===== src/rtl/logic_unit_pipe.sv =====
// Two-stage pipelined bitwise logic unit with valid/ready handshake on both sides.
// Define LOGIC_FLAGS_EN to add registered z_flag/n_flag outputs alongside Rz.
module logic_unit_pipe #(
  parameter int unsigned WIDTH = 32
) (
  input  logic             clk,
  input  logic             clr,
  input  logic             in_valid,
  output logic             in_ready,
  input  logic [2:0]       op,
  input  logic [WIDTH-1:0] Ra,
  input  logic [WIDTH-1:0] Rb,
  output logic             out_valid,
  input  logic             out_ready,
`ifdef LOGIC_FLAGS_EN
  output logic             z_flag,
  output logic             n_flag,
`endif
  output logic [WIDTH-1:0] Rz
);

  typedef enum logic [2:0] {
    OpAnd  = 3'b000,
    OpOr   = 3'b001,
    OpXor  = 3'b010,
    OpNor  = 3'b011,
    OpNand = 3'b100,
    OpXnor = 3'b101,
    OpNot  = 3'b110,
    OpPass = 3'b111
  } op_e;

  logic             s1_valid_q;
  logic [WIDTH-1:0] a_q;
  logic [WIDTH-1:0] b_q;
  op_e              op_q;
  logic             s2_valid_q;
  logic [WIDTH-1:0] rz_q;
  logic [WIDTH-1:0] res;
  logic             adv1;
  logic             adv2;

  // A stage may load when it is empty or its contents leave on the same edge.
  assign adv2     = !s2_valid_q || out_ready;
  assign adv1     = !s1_valid_q || adv2;
  assign in_ready = adv1;

  always_comb begin
    res = '0;
    unique case (op_q)
      OpAnd:  res = a_q & b_q;
      OpOr:   res = a_q | b_q;
      OpXor:  res = a_q ^ b_q;
      OpNor:  res = ~(a_q | b_q);
      OpNand: res = ~(a_q & b_q);
      OpXnor: res = ~(a_q ^ b_q);
      OpNot:  res = ~a_q;
      OpPass: res = a_q;
      default: res = '0;
    endcase
  end

`ifdef LOGIC_FLAGS_EN
  logic z_q;
  logic n_q;
`endif

  always_ff @(posedge clk) begin
    if (clr) begin
      s1_valid_q <= 1'b0;
      s2_valid_q <= 1'b0;
      rz_q       <= '0;
`ifdef LOGIC_FLAGS_EN
      z_q        <= 1'b0;
      n_q        <= 1'b0;
`endif
    end else begin
      if (adv1) s1_valid_q <= in_valid;
      if (adv1 && in_valid) begin
        a_q  <= Ra;
        b_q  <= Rb;
        op_q <= op_e'(op);
      end
      if (adv2) s2_valid_q <= s1_valid_q;
      if (adv2 && s1_valid_q) begin
        rz_q <= res;
`ifdef LOGIC_FLAGS_EN
        z_q  <= ~|res;
        n_q  <= res[WIDTH-1];
`endif
      end
    end
  end

  assign out_valid = s2_valid_q;
  assign Rz        = rz_q;
`ifdef LOGIC_FLAGS_EN
  assign z_flag    = z_q;
  assign n_flag    = n_q;
`endif

endmodule


===== config.mk =====
export PLATFORM = sky130hd
export DESIGN_NAME = logic_unit_pipe
export DESIGN_NICKNAME = d
export VERILOG_FILES = /design/src/rtl/logic_unit_pipe.sv
export SDC_FILE = /design/constraint.sdc
export NUM_CORES = 1
export LEC_CHECK = 0
export ABC_AREA = 1
export CORE_UTILIZATION = 45
export DETAILED_ROUTE_END_ITERATION = 10
export DONT_BUFFER_PORTS = 1
export GPL_ROUTABILITY_DRIVEN = 0
export PLACE_DENSITY_LB_ADDON = 0.2
export SYNTH_ARGS = -nofsm -noshare
export SYNTH_HDL_FRONTEND = slang
export SYNTH_SLANG_ARGS = --single-unit

===== constraint.sdc =====
create_clock -name clk -period 6.2 [get_ports clk]
set_input_delay 0.93 -clock clk [delete_from_list [all_inputs] [get_ports clk]]
set_output_delay 0.93 -clock clk [all_outputs]
set_load 0.01 [all_outputs]

# Yosys cells after proc, flatten, opt, wreduce, memory -nomap -nowiden

Cells that the tools add are included.

Output and inout bits: 34
Logic and storage cells: 30
Register bits: 101
Input bits: 71

Reduce and logical (&&, ||, !) cells: 8
Bitwise gates (word level): 8
Eq/ne operators: 7
Mux-type cells: 1

Operators with widths:

| cell                 | number |
|---|---|
| $pmux W32 S8         | 1 |
| $not A32 Y32         | 4 |
| $and A32 B32 Y32     | 1 |
| $or A32 B32 Y32      | 1 |
| $xor A32 B32 Y32     | 1 |
| $eq A3 B3 Y1 const B | 4 |
| $eq A3 B2 Y1 const B | 2 |
| $eq A3 B1 Y1 const B | 1 |
| $logic_not A3 Y1     | 1 |
| $logic_and A1 B1 Y1  | 2 |
| $logic_not A1 Y1     | 2 |
| $logic_or A1 B1 Y1   | 2 |
| $reduce_and A2 Y1    | 1 |
| $not A1 Y1           | 1 |

# Longest topological paths before layout

Gate-level depths: netlist of the first run.

Word-level depth: 5
Depth in mapped cells: 10
Depth with buffers taken out: 9

# Least setup slack after synthesis of the first run

OpenSTA, ideal clock, no wires.

Path kind: in2reg
From: input clr
To: register a_q[0], enable pin
Data arrival time: 2.554 ns
Required time: 5.779 ns
Path buffers: 1
Slack: 3.225 ns
Cell stages on the path: 4
Library setup time: 0.421 ns
Cell sequence: clkbuf_1 nor2_1 nand2_1 inv_1

Word-level cells in the longest chain between the ends: 2

RTL lines:

| what                        | line | RTL |
|---|---|---|
| from (decl)                 | 7    | `input logic clr,` |
| $not A1 Y1 (no line)        | -    |  |
| $reduce_and A2 Y1 (no line) | -    |  |
| to (signal assigned)        | 80   | `a_q <= Ra;` |
| to (decl)                   | 34   | `logic [WIDTH-1:0] a_q;` |

Every way passes these cells.
A chain may end at the register's enable or synchronous reset.

# Worst setup path after layout of the first run

From: register op_q[0]
To: register rz_q[4], in the netlist Rz[4]

Word-level cells in the longest chain between the ends: 2
Elaborated cells on any way between the ends: 9

RTL lines:

| what                                 | line | RTL |
|---|---|---|
| from (decl)                          | 36   | `op_e op_q;` |
| from (signal assigned)               | 82   | `op_q <= op_e'(op);` |
| $eq A3 B3 Y1 (tied with other cells) | 50   | `unique case (op_q)` |
| $pmux W32 S8 *                       | 50   |  |
| to (signal assigned)                 | 86   | `rz_q <= res;` |
| to (decl)                            | 38   | `logic [WIDTH-1:0] rz_q;` |

Every way passes the cells marked *; elsewhere a longest branch is shown, timed or not.

==> impl_results.md, run 1 <==
- Die area: 16700 um^2
- Worst Hold Slack: 0.509 ns
- Drt total wl: 16900 um
- Least-Margin Pin Slew: 1.11 ns
- CTS tree: yes
- Routed Antenna Nets: 0
- Yosys reg bits: 101
- Worst hold path class: flop to flop
- Worst-path cell with the longest stage delay: buf_4
- # Post-CTS Setup Buffers: 0
- FMAX: 0.284 GHz
- DP Area: 7260 um^2
- YS warnings: 0
- Global-route wire length before repair: 27600 um
- Ys flop type: edfxtp_1
- Die height: 129 um
- Number of distinct library cells after synthesis: 18
- Root buf cell: clkbuf_16
- Avg WL per Cell: 14.6 um
- CP endpoint: Rz[4]
- Number of clock sinks: 101
- Ranking of synthesized cells by area: edfxtp_1 (28%), nand2_1 (13%), ha_1 (11%)
- Via-to-Cell Ratio: 5.19
- Critical Path RT: 6.45 ns
- Internal reg-to-reg setup slack: 2.68 ns
- R2r endpoint: Rz[4]
- Remaining global-route overflow: 0
- Max_cap viols: 0
- Post-synth top area cell: edfxtp_1
- PnR Total Power: 0.00152 W
- I/O pin count: 105
- Synthesized cell area: 7270 um^2
- Layout cell share with drive strength beyond 1: 3.28%
- Number of cells on the worst reg-to-reg path: 9
- Asr flop ratio synth: 0%
- Initial antenna violation count: 0
- Setup TNS Final: 0 ns
- Register area share after synthesis: 37.0%
- Final hold vios: 0
- Worst path bufs/invs: 3
- Outcome: finished clean
- WP depth: 9
- Minimum clock period: 3.52 ns
- Top-count cell post-synth: nand2_1
- Syn Inst Count: 995
- Dpl hpwl: 9960 um
- Vias in the first global route: 5438
- Slew margin rel.: 25.8%
- Syn avg cell area: 7.31 um^2
- Maximum vdd ir drop: 0.173 mV
- Initial core utilization: 45.9%
- CP Launch Type: flop
- Final setup vio count: 0
- # hold bufs at CTS: 0
- Worst Skew: 0.0144 ns
- Clock Pin Slew Worst Setup and Hold Paths: 0.07 ns
- Total GRT Usage: 21.1%
- Area growth from synthesis to final layout: 3.61%
- Crit path kind: flop to flop
- Inserted Diodes: 0
- Largest net degree at the start of global routing: 99
- 1st-iter DRT viols: 578
- Crit Path Max Fanout: 98
- WP data arrival: 3.78 ns
- I/O Buffers: 0
- Post-synth top area share: 27.7%
- Core area: 15800 um^2
- 1st-pass router iterations: 5
- Reg2reg start: op_q[0]
- Power per cell area: 202 nW/um^2
- Fillcell total: 1616
- Post-synth EDFFs: 67
- Crit-path cells: buf_4 -> inv_2 -> nand2_2 -> buf_4 -> o21ai_0 -> nor2_1 -> nand2_1 -> nand2_1 -> a21oi_1
- Cell area after layout: 7530 um^2
- Crit path from: op_q[0]
- Nets: 1075
- Crit-path max cell delay: 0.74 ns
- CP endpoint kind: flop
- Synth cell count leaders: nand2_1 (258), inv_1 (168), nand4_1 (126)
- Total CTS buffers: 9
- RSZ-0062 raised after global routing: false
- DRC: 0
- CP delay by family, top: buffers and inverters
- Die X: 129 um
- Syn_nets: 1130
- Row count: 46
- Clock Latency Late Sink: 0.36 ns
- Clk buf depth: 2
- Static Leakage: 3.85 nW
- Fin. max-slew vios: 0
- Total number of vias: 6020
- H-tree Lvls: 3
- Post-route clock period utilization: 56.8%
- Cts repair resizes: 0
## worst min-delay path, delay by kind of cell (launching register included)
kind	cells	cell delay, ns
simple gates	1	0.07
compound gates	1	0.05
flops	1	0.34
## cell type report
type	count	area, um^2	share of cell area, %
multi-input cells	651	3600	47.8
flip-flops and latches	101	2690	35.7
inverters	169	634	8.42
well taps	216	270	3.59
clock buffers	10	229	3.04
repair buffers	8	60.1	0.797
clock inverters	6	46.3	0.615
## where the power goes
group          switching (W)  internal (W)
registers          0.0000291      0.000753
logic               0.000138     0.0000649
clock network       0.000262      0.000276
total               0.000429       0.00109
## sequential cells by signal, summed over array words and instances (netlist names)
name and cells:
op_q 3, b_q 32, Rz 32, out_valid 1, s1_valid_q 1, a_q 32
## through the flow
step / std cells / setup WS [ns] / util, %
floorplan: 995 / 3.22 / -
global placement: 1145 / 2.77 / 45.8
detailed placement: 1145 / 2.71 / 45.8
CTS: 1161 / 2.70 / 47.6
global route: 1161 / 2.31 / 47.6
finish: 1161 / 2.68 / 47.6
## worst min path at each step
stage	start	endpoint	cells after the start
floorplan	s1_valid_q	out_valid	2
global placement	Rz[19]	Rz[19]	2
detailed placement	Rz[20]	Rz[20]	2
CTS	Rz[20]	Rz[20]	2
global route	Rz[10]	Rz[10]	2
finish	Rz[12]	Rz[12]	2
## layer usage
layer | GRT usage (%) | wire length [um] | vias to the layer above
met2 | 33.6 | 7530 | 141
met3 | 5.45 | 933 | 7
li1 | - | - | 3151
met5 | 0 | 0 | -
met1 | 28.5 | 8300 | 2721
met4 | 5.40 | 124 | 0
## placed cells by master, fill, tap and decap left out, drive strengths merged
master / count
nand2: 258
o21ai: 34
nor2: 68
a21oi: 35
inv: 172
buf: 8
clkbuf: 10
clkinvlp: 2
nand3b: 30
nand4: 126
edfxtp: 67
dfxtp: 34
nand3: 36
clkinv: 1
ha: 64
## logic make-up (layout without fill, tap and decap cells)
group | count (synthesis) | count (layout) | synth area share [%]
simple gates | 518 | 518 | 33.4
flops | 101 | 101 | 37.0
compound gates | 69 | 69 | 4.75
fa+ha+maj | 64 | 64 | 11.0
buf+inv | 243 | 193 | 13.8
No activity file was read; power rests on OpenSTA's default activity.
==> run 2: changes to the inputs <==
--- a/config.mk
+++ b/config.mk
@@ -5,7 +5,7 @@
 export SDC_FILE = /design/constraint.sdc
 export NUM_CORES = 1
 export LEC_CHECK = 0
-export ABC_AREA = 1
+export ABC_AREA = 0
 export CORE_UTILIZATION = 45
 export DETAILED_ROUTE_END_ITERATION = 10
 export DONT_BUFFER_PORTS = 1
==> constraint.sdc (replaced) <==
create_clock -name clk -period 3 [get_ports clk]
set_input_delay 0.45 -clock clk [delete_from_list [all_inputs] [get_ports clk]]
set_output_delay 0.45 -clock clk [all_outputs]
set_load 0.01 [all_outputs]
==> impl_results.md, run 2 <==
- Critical Path RT: 3.29 ns (-3.16 ns)
- FMAX: 0.491 GHz (+73%)
- WP data arrival: 2.32 ns (-1.46 ns)
- Number of distinct library cells after synthesis: 35 (+17)
- Via-to-Cell Ratio: 5.60 (+8.1%)
- Initial antenna violation count: 2 (+2)
- Internal reg-to-reg setup slack: 0.96 ns (-1.72 ns)
- Core area: 13500 um^2 (-15%)
- Syn avg cell area: 9.62 um^2 (+32%)
- HP Start: clr
- Remaining global-route overflow: 0 (unchanged)
- Post-route clock period utilization: 67.9% (+11 points)
- DRC: 0 (unchanged)
- Layout cell share with drive strength beyond 1: 4.58% (+1.3 points)
- Top-count cell post-synth: nand2_1
- Setup TNS Final: 0 ns (unchanged)
- Final setup vio count: 0 (unchanged)
- Hold Crit Endpoint: s1_valid_q
- Clock Latency Late Sink: 0.37 ns (about the same)
- Maximum vdd ir drop: 0.338 mV (+96%)
- WHS Path Cells: 1 (-1)
- Post-synth top area share: 31.9% (+4.2 points)
- Post-synth EDFFs: 67 (unchanged)
- Worst hold path class: input pin to flop
- Max_cap viols: 0 (unchanged)
- YS warnings: 0 (unchanged)
- Worst setup slack after layout: 0.962 ns (-1.72 ns)
- Crit Path Max Fanout: 139 (+42%)
- Commonest non-fill, non-tap cells in the layout: nand2_1 (70), edfxtp_1 (67), inv_1 (64), ha_1 (64), dfxtp_1 (34)
- Synthesized cell area: 6310 um^2 (-13%)
- Initial core utilization: 46.9% (+0.96 points)
- Commonest non-fill, non-tap cell in the layout: nand2_1
- Number of cells on the worst reg-to-reg path: 5 (-4)
- Die X: 120 um (-6.7%)
- CTS tree: yes
- Pre-CTS setup slack: 0.994 ns (-1.72 ns)
- Row count: 42 (-8.7%)
- Number of clock sinks: 101 (unchanged)
- Yosys reg bits: 101 (unchanged)
- Synth cell count leaders: nand2_1 (70), edfxtp_1 (67), ha_1 (64), inv_1 (64), dfxtp_1 (34)
- Ys flop type: edfxtp_1
- Syn_nets: 791 (-30%)
- Total GRT Usage: 18.7% (-2.4 points)
- Minimum clock period: 2.04 ns (-1.48 ns)
- Crit path from: op_q[1]
- Least-Margin Pin Slew: 0.807 ns (-0.307 ns)
- Die height: 120 um (-6.7%)
- Clock Pin Slew Worst Setup and Hold Paths: 0.07 ns (about the same)
- Multi-input gate area: 3150 um^2 (-12%)
- CP Launch Type: flop
- H-tree Lvls: 3 (unchanged)
- Total CTS buffers: 9 (unchanged)
- I/O pin count: 105 (unchanged)
- Post-synth top area cell: edfxtp_1
- R2r endpoint: Rz[21]
- Drt total wl: 13100 um (-23%)
- Total number of vias: 4544 (-25%)
- I/O Buffers: 0 (unchanged)
- Syn Inst Count: 656 (-34%)
- Dpl hpwl: 8560 um (-14%)
- Vias in the first global route: 4435 (-18%)
- Die area: 14500 um^2 (-13%)
- RSZ-0062 raised after global routing: false
- Final hold vios: 0 (unchanged)
- 1st-pass router iterations: 4 (-1)
- Ranking of synthesized cells by area: edfxtp_1 (32%), ha_1 (13%), dfxtp_1 (11%)
- Worst Skew: 0.0109 ns (-0.00342 ns)
- Largest net degree at the start of global routing: 140 (+41%)
- CP endpoint kind: flop
- Nets: 763 (-29%)
- Register area share after synthesis: 42.7% (+5.6 points)
- # Post-CTS Setup Buffers: 0 (unchanged)
- Fin. max-slew vios: 0 (unchanged)
- Fillcell total: 1216 (-25%)
- Reg2reg start: op_q[1]
- # hold bufs at CTS: 0 (unchanged)
- Area occupied by registers: 2690 um^2 (unchanged)
- Area growth from synthesis to final layout: 5.97%
- Cts repair resizes: 0 (unchanged)
- 1st-iter DRT viols: 202 (-65%)
- Crit path kind: flop to flop
- Outcome: finished clean
- Avg WL per Cell: 16.1 um (+11%)
- Root buf cell: clkbuf_16
- Asr flop ratio synth: 0% (unchanged)
- Slew margin rel.: 46.2% (+20 points)
- Static Leakage: 2.75 nW (-29%)
- Routed Antenna Nets: 0 (unchanged)
- Power per cell area: 467 nW/um^2 (+130%)
- Global-route wire length before repair: 21000 um (-24%)
- Clk buf depth: 2 (unchanged)
[run 2: how the worst max path moves through the flow]
stage / endpoint / slack (ns) / cells after the start
after global placement: Rz[21] / 1.10 / 5
after CTS: Rz[21] / 0.97 / 5
final: Rz[21] / 0.96 / 5
after detailed placement: Rz[21] / 0.99 / 5
after global routing: Rz[21] / 0.78 / 5
after floorplan: a_q[0] / 0.32 / 3
[run 2: layout make-up]
class,instances,area share (%)
inverters,64,3.59
well taps,176,3.29
diodes,2,0.0749
clock inverters,7,0.842
repair buffers,9,1.38
flip-flops and latches,101,40.3
multi-input cells,443,47.2
clock buffers,9,3.37
[run 2: critical path, cell delays in order, from the launching register on]
cell	delay [ns]
edfxtp_1	0.39
buf_12	0.44
nand2b_1	0.47
a211oi_1	0.39
a211oi_1	0.08
o21ai_0	0.16
[run 2: logic make-up after synthesis]
| family | share of synthesized area [%] |
|---|---|
| compound gates | 15.3 |
| xor+xnor | 2.78 |
| mux | 3.17 |
| buf+inv | 7.58 |
| simple gates | 15.8 |
| fa+ha+maj | 12.7 |
| flops | 42.7 |
[run 2: report_power, final]
part	leakage [nW]	total (W)	internal [W]	switching (W)
Combinational	1.70	0.000363	0.000147	0.000216
Clock	0.137	0.00114	0.000573	0.000563
Sequential	0.907	0.00162	0.00156	0.0000649
[run 2: metrics by stage]
stage          instances  power (W)  hold slack, ns  instance area (um^2)  utilization [%]
2_1_floorplan        656    0.00194           0.483                  6310                -
3_3_place_gp         793    0.00200           0.508                  6400             47.6
3_5_place_dp         793    0.00202           0.513                  6400             47.6
4_1_cts              809    0.00316           0.145                  6680             49.7
5_1_grt              810    0.00326           0.145                  6680             49.7
6_report             811    0.00312           0.157                  6690             49.7
[run 2: per-layer routing]
metal,vias to the layer above,wire length [um],track usage [%]
li1,2261,-,-
met1,2167,5750,21.3
met2,103,6280,32.0
met3,13,794,7.36
met4,0,240,5.86
met5,-,0,0
